$ cat src/rtl/mem_responder.sv
// Single-port word memory behind a req/ready handshake with a fixed WAIT-cycle latency.
// Optional address checking is enabled with `define MEM_RESPONDER_ERR_EN.
module mem_responder #(
    parameter int DEPTH = 64,
    parameter int WAIT  = 2
) (
    input  logic        clk,
    input  logic        reset,
    input  logic        req,
    input  logic        we,
    input  logic [31:0] addr,
    input  logic [31:0] wdata,
    output logic [31:0] rdata,
    output logic        ready,
    output logic        busy,
    output logic        err,
    output logic [1:0]  fsm_state
);

    localparam int AW = $clog2(DEPTH);

    if ((DEPTH < 4) || (DEPTH > 4096) || ((1 << AW) != DEPTH)) begin : g_bad_depth
        $error("mem_responder: DEPTH must be a power of two in 4..4096");
    end
    if ((WAIT < 0) || (WAIT > 15)) begin : g_bad_wait
        $error("mem_responder: WAIT must be in 0..15");
    end

    // Handshake: a request is taken on any rising edge where reset=1, state is
    // IDLE and req=1; exactly one cycle with ready=1 follows WAIT+1 cycles later,
    // and rdata/err are meaningful only during that ready cycle.
    typedef enum logic [1:0] {
        IDLE    = 2'd0,
        WAIT_ST = 2'd1,
        RESP    = 2'd2
    } state_t;

    state_t          state;
    state_t          state_nxt;
    logic [3:0]      cnt;
    logic [3:0]      cnt_nxt;
    logic            accept;
    logic            enter_resp;

    logic            lat_we;
    logic [AW-1:0]   lat_idx;
    logic [31:0]     lat_wdata;
    logic            lat_bad;
    logic            err_q;

    logic            in_bad;
    logic [AW-1:0]   in_idx;
    logic            txn_we;
    logic [AW-1:0]   txn_idx;
    logic [31:0]     txn_wdata;
    logic            txn_bad;

    logic [31:0]     mem [DEPTH];

    assign in_idx = addr[AW+1:2];

`ifdef MEM_RESPONDER_ERR_EN
    assign in_bad = (addr[1:0] != 2'b00) || (addr >= 32'(DEPTH * 4));
`else
    // Byte offset and bits above the index are don't-care; addresses alias.
    logic unused_addr_bits;
    assign unused_addr_bits = ^{addr[31:AW+2], addr[1:0]};
    assign in_bad = 1'b0;
`endif

    // With WAIT=0 the RESP entry coincides with acceptance, so the live inputs
    // are used directly; otherwise the values latched at acceptance are used.
    always_comb begin
        txn_we    = lat_we;
        txn_idx   = lat_idx;
        txn_wdata = lat_wdata;
        txn_bad   = lat_bad;
        if (state == IDLE) begin
            txn_we    = we;
            txn_idx   = in_idx;
            txn_wdata = wdata;
            txn_bad   = in_bad;
        end
    end

    always_comb begin
        state_nxt  = state;
        cnt_nxt    = cnt;
        accept     = 1'b0;
        enter_resp = 1'b0;
        case (state)
            IDLE: begin
                if (req) begin
                    accept = 1'b1;
                    if (WAIT == 0) begin
                        state_nxt  = RESP;
                        enter_resp = 1'b1;
                    end else begin
                        state_nxt = WAIT_ST;
                        cnt_nxt   = 4'(WAIT - 1);
                    end
                end
            end
            WAIT_ST: begin
                if (cnt == 4'd0) begin
                    state_nxt  = RESP;
                    enter_resp = 1'b1;
                end else begin
                    cnt_nxt = cnt - 4'd1;
                end
            end
            RESP: begin
                state_nxt = IDLE;
            end
            default: begin
                state_nxt = IDLE;
            end
        endcase
    end

    always_ff @(posedge clk) begin
        if (!reset) begin
            state     <= IDLE;
            cnt       <= 4'd0;
            rdata     <= 32'd0;
            err_q     <= 1'b0;
            lat_we    <= 1'b0;
            lat_idx   <= '0;
            lat_wdata <= 32'd0;
            lat_bad   <= 1'b0;
        end else begin
            state <= state_nxt;
            cnt   <= cnt_nxt;
            if (accept) begin
                lat_we    <= we;
                lat_idx   <= in_idx;
                lat_wdata <= wdata;
                lat_bad   <= in_bad;
            end
            if (enter_resp) begin
                err_q <= txn_bad;
                if (txn_bad) begin
                    rdata <= 32'd0;
                end else if (!txn_we) begin
                    rdata <= mem[txn_idx];
                end
            end
        end
    end

    // Memory has no reset; a reset edge blocks the commit of a pending write.
    always_ff @(posedge clk) begin
        if (reset && enter_resp && txn_we && !txn_bad) begin
            mem[txn_idx] <= txn_wdata;
        end
    end

    assign ready     = (state == RESP);
    assign busy      = (state != IDLE);
    assign err       = ready & err_q;
    assign fsm_state = state;

endmodule

$ cat config.mk
export PLATFORM = sky130hd
export DESIGN_NAME = mem_responder
export DESIGN_NICKNAME = d
export VERILOG_FILES = /design/src/rtl/mem_responder.sv
export SDC_FILE = /design/constraint.sdc
export NUM_CORES = 2
export LEC_CHECK = 0
export ABC_CLOCK_PERIOD_IN_PS = 12200
export CORE_MARGIN = 3
export CORE_UTILIZATION = 35
export CTS_CLUSTER_SIZE = 20
export DETAILED_ROUTE_END_ITERATION = 6
export PLACE_DENSITY = 0.6
export SKIP_LAST_GASP = 1
export SLEW_MARGIN = 15
export SYNTH_ARGS = -nofsm -noshare
export SYNTH_HDL_FRONTEND = slang
export SYNTH_SLANG_ARGS = --single-unit
$ cat constraint.sdc
create_clock -name clk -period 12.2 [get_ports clk]
set_input_delay 2.44 -clock clk [delete_from_list [all_inputs] [get_ports clk]]
set_output_delay 2.44 -clock clk [all_outputs]
set_load 0.03 [all_outputs]
Word level (Yosys, flattened, before mapping). Memories as Yosys holds them, arrays and structs flattened. A register that Yosys moved wholly into a read port is not among the register bits. Index checks and enable logic that the tools add are counted.

Bits in registers: 45. Bits in writable memories: 2048. Input port bits: 68. Output and inout bits: 37. Word-level logic and storage cells: 38. Memories kept: 1.

Memory list: mem (depth 64, bits a word 32, rd ports 1, clocked after Yosys merged registers in 1, wr ports 1, line 58) `logic [31:0] mem [DEPTH];`.

Add/subtract/negate cells: 1. Eq/ne operators: 5. Muxes and demuxes: 15. Bitwise operators: 1. Reduce and logical (&&, ||, !) cells: 10.

Operators with widths (number): $mux 32 (1); $mux 4 (2); $pmux 4 s2 (1); $mux 1 (7); $mux 6 (1); $ne 2x2->1 const B (3); $logic_not 4->1 (1); $mux 2 (2); $pmux 2 s2 (1); $reduce_and 2->1 (2); $reduce_bool 2->1 (2); $sub 4x1->4 const B (1); $reduce_and 3->1 (1); $eq 2x1->1 const B (1); $eq 2x2->1 const B (1); $logic_and 1x1->1 (2); $logic_not 2->1 (1); $logic_not 1->1 (1); $not 1->1 (1).

Longest topological paths before layout.
Word-level depth: 7. Mapped depth: 12. Mapped depth without buffers: 8.

Least setup slack after synthesis. No wires, ideal clock.

Path type: input -> register. Start: in addr[2]. End: mem mem[12][0], enable pin. Library setup time: 0.421 ns. Arrival: 5.284 ns. Required time: 11.779 ns. Slack: 6.495 ns. Stages: 8. Path buffers: 4. Cell sequence: or3_1 buf_4 o22ai_2 buf_2 buf_2 buf_2 nand2_1 nor2_1.

Cells in the longest elaborated chain, start to end: 1.

RTL lines: start, declared (line 11) `input logic [31:0] addr,`; $mux 6 (line 78) `if (state == IDLE) begin`; end, declared (line 58).

No other way between the ends.

Worst setup path in the final report.
Start: in addr[2]. End: reg rdata[20], read port of mem.

Cells in the longest elaborated chain, start to end: 1.

RTL lines: $mux 6 (line 78); end, declared (line 13) `output logic [31:0] rdata,`.

No other way between the ends. A chain may end at the register's enable or synchronous reset.

==> flow_summary.toml <==
[outcome]
outcome = "complete, no violations"

[global_routing]
grt_usage_pct = 21.48
grt_pass1_vias = 45340
grt_pass1_wl_mm = 359.7
grt_overflow = 0
grt_antenna_before_repair = 6
grt_max_degree = 110

[sta]
slew_violations = 0
fin_crit_ns = 6.330
rsz0062_at_grt = "no"
max_freq_ghz = 0.1580
setup_viol = 0
finalCritPeriodShare_pct = 51.88
slew-limit-headroom_pct = 13.22
fin_worst_skew_ns = 0.04911
hold_ws_ns = 0.4562
tightestPinTransition_ns = 1.299
hold_viol = 0
setup_tns_ns = 0

[clock_tree]
htree_levels = 4
path_clk_slew_ns = 0.06
cts.repair.resized = 0
cts_max_path_buffers = 3
cts_tree = "yes"
post-cts-setup-buffers = 0
cts.sinks = 2125
cts_buffers = 208
worstSkewPairLatency_ns = 0.87
clockRootBuffer = "clkbuf_16"
hold_buffers = 0

[cells_and_area]
layout.nets = 4996
final_common_cell = "edfxtp_1"
fillCellCount = 20320
syn2layout_area_growth_pct = 14.78
final_cell_mix = "edfxtp_1 (2048), mux2i_1 (479), nand2_1 (381)"
drive_gt1_share_pct = 12.11

[die]
dieWidth_um = 486.0
pin_count = 105
num_rows = 175
start_util_pct = 35.31
die_area_um2 = 236200
die_h_um = 486.0
core_area_um2 = 228400

[routing]
dr_total_vias = 47630
drc = 0
wl_per_cell_um = 32.00
antenna_left = 0
routed_via_density = 5.865
drt_wl_total_mm = 259.9
firstDrtPassIters = 7
drt_iter0_markers = 7259

[placement]
io_buffer_count = 77
dpl.hpwl_mm = 138.9
gp_congestion = 0.8315

[critical_path]
path_class = "in -> reg"
required_ns = 12.98
path_max_fanout = 40
cp.arrival_ns = 7.11
slowest_stage = "o22ai_4"
crit_chain = "clkdlybuf4s50_1 > or3_1 > o22ai_4 > buf_4 > buf_4 > a22oi_1 > a41oi_1 > a21oi_1 > and3_1 > a31oi_1"
cp_common_cell = "buf_4"
endpoint_kind = "register"
start_kind = "input port"
cpPeakStageDelay_ns = 0.79

[power]
powerDensity_nw_per_um2 = 173.1
peakVddDrop_mv = 0.1219
leakage_nw = 30.15

[synth]
synth_edf_count = 2048
ys_seq_area_share_pct = 78.17
synth-seq-cells = 2125
synth_top_area_cell = "edfxtp_1"
synthesis.area_um2 = 80640
ys_top_cells_by_area = "edfxtp_1 (76%), mux2i_1 (6.0%), a22oi_1 (2.0%)"
postSynthAreaPerCell_um2 = 16.90
syn_inst = 4773
yosysWarningCount = 0
async_reset_ff_share_pct = 0
synthesis.nets = 4842
ys_types = 72
synth_top_cell_area_share_pct = 76.26
synth-main-ff-cell = "edfxtp_1"

[min_path]
holdCritPathClass = "reg -> reg"

[run]
drv_cap = 0
[final cells by class]
| class | instances | area (um^2) | share of cell area [%] |
|---|---|---|---|
| Sequential cell | 2125 | 63040 | 68.10 |
| Multi-Input combinational cell | 2342 | 16850 | 18.21 |
| Clock buffer | 284 | 5643 | 6.096 |
| Tap cell | 3009 | 3765 | 4.067 |
| Timing Repair Buffer | 244 | 2107 | 2.276 |
| Clock inverter | 102 | 1111 | 1.200 |
| Inverter | 6 | 22.52 | 0.02433 |
| Antenna cell | 9 | 22.52 | 0.02433 |
[through the flow]
step | cell area, um^2 | util (%) | setup slack, ns | total power, mW | instances
after floorplan | 80640 | - | 6.495 | 9.176 | 4773
after global placement | 85740 | 37.54 | 5.087 | 9.749 | 7726
after detailed placement | 85740 | 37.54 | 5.090 | 9.771 | 7726
after CTS | 92490 | 40.50 | 5.979 | 16.06 | 8112
after global routing | 92540 | 40.52 | 5.882 | 16.43 | 8113
final | 92560 | 40.53 | 5.870 | 16.03 | 8121
[per-layer routing]
metal / vias up / GRT usage, % / part of all wire [%]
met5: - / 0 / 0.0050
met1: 24710 / 28.82 / 38
met2: 2839 / 33.93 / 46
li1: 19540 / - / -
met3: 536 / 4.161 / 10
met4: 2 / 9.628 / 4.9
[sequential cells by signal, indices dropped and copies added, names as in the netlist]
| register | flops |
|---|---|
| fsm_state | 2 |
| rdata | 32 |
| lat_wdata | 32 |
| mem | 2048 |
| lat_idx | 6 |
| cnt | 4 |
| lat_we | 1 |
[synth_stat cells, types with 11 or more instances]
| library cell | number |
|---|---|
| nand4_1 | 13 |
| nor4_1 | 19 |
| a221oi_1 | 34 |
| o21ai_0 | 189 |
| buf_4 | 57 |
| clkbuf_1 | 97 |
| o221ai_1 | 11 |
| a31oi_1 | 86 |
| a21oi_1 | 154 |
| nand3_1 | 20 |
| nand2_1 | 415 |
| o22a_1 | 18 |
| edfxtp_1 | 2048 |
| buf_2 | 128 |
| mux2i_1 | 482 |
| a22o_1 | 75 |
| a22oi_1 | 217 |
| o22ai_1 | 211 |
| mux2_2 | 25 |
| dfxtp_1 | 77 |
| and3_1 | 14 |
| o21a_1 | 16 |
| nor2_1 | 110 |
| nor3_1 | 15 |
| and4_1 | 15 |
| a222oi_1 | 55 |
| o31a_1 | 29 |
[where the power goes]
part / internal [mW] / switching, mW / leakage (nW)
combinational: 0.382 / 1.05 / 7.72
clock: 3.63 / 2.76 / 3.28
sequential: 8.18 / 0.0296 / 19.2
total: 12.2 / 3.84 / 30.1
[worst paths after layout]
kind            startpoint            end  slack [ns]  cells after the start
max                addr[2]      rdata[20]        5.87                     10
min          lat_wdata[31]  lat_wdata[31]        0.46                      2
max reg2reg   fsm_state[1]      rdata[20]        7.35                      9
min reg2reg  lat_wdata[31]  lat_wdata[31]        0.46                      2
[cell families after synthesis]
logic type / after synthesis / synth area share [%]
flip-flops: 2125 / 78.17
AND/OR/NAND/NOR: 660 / 3.520
AO/OA/AOI/OAI: 1161 / 9.815
other: 1 / 0.004650
adder cells (fa/ha/maj): 1 / 0.01551
multiplexers: 519 / 6.512
buffers and inverters: 306 / 1.963
[critical path, delay by kind of cell]
| kind | cells | cell delay (ns) |
|---|---|---|
| compound gates | 5 | 1.67 |
| simple gates | 2 | 0.86 |
| buf+inv | 3 | 2.05 |
Note: power is estimated with default switching activity, not from simulation.
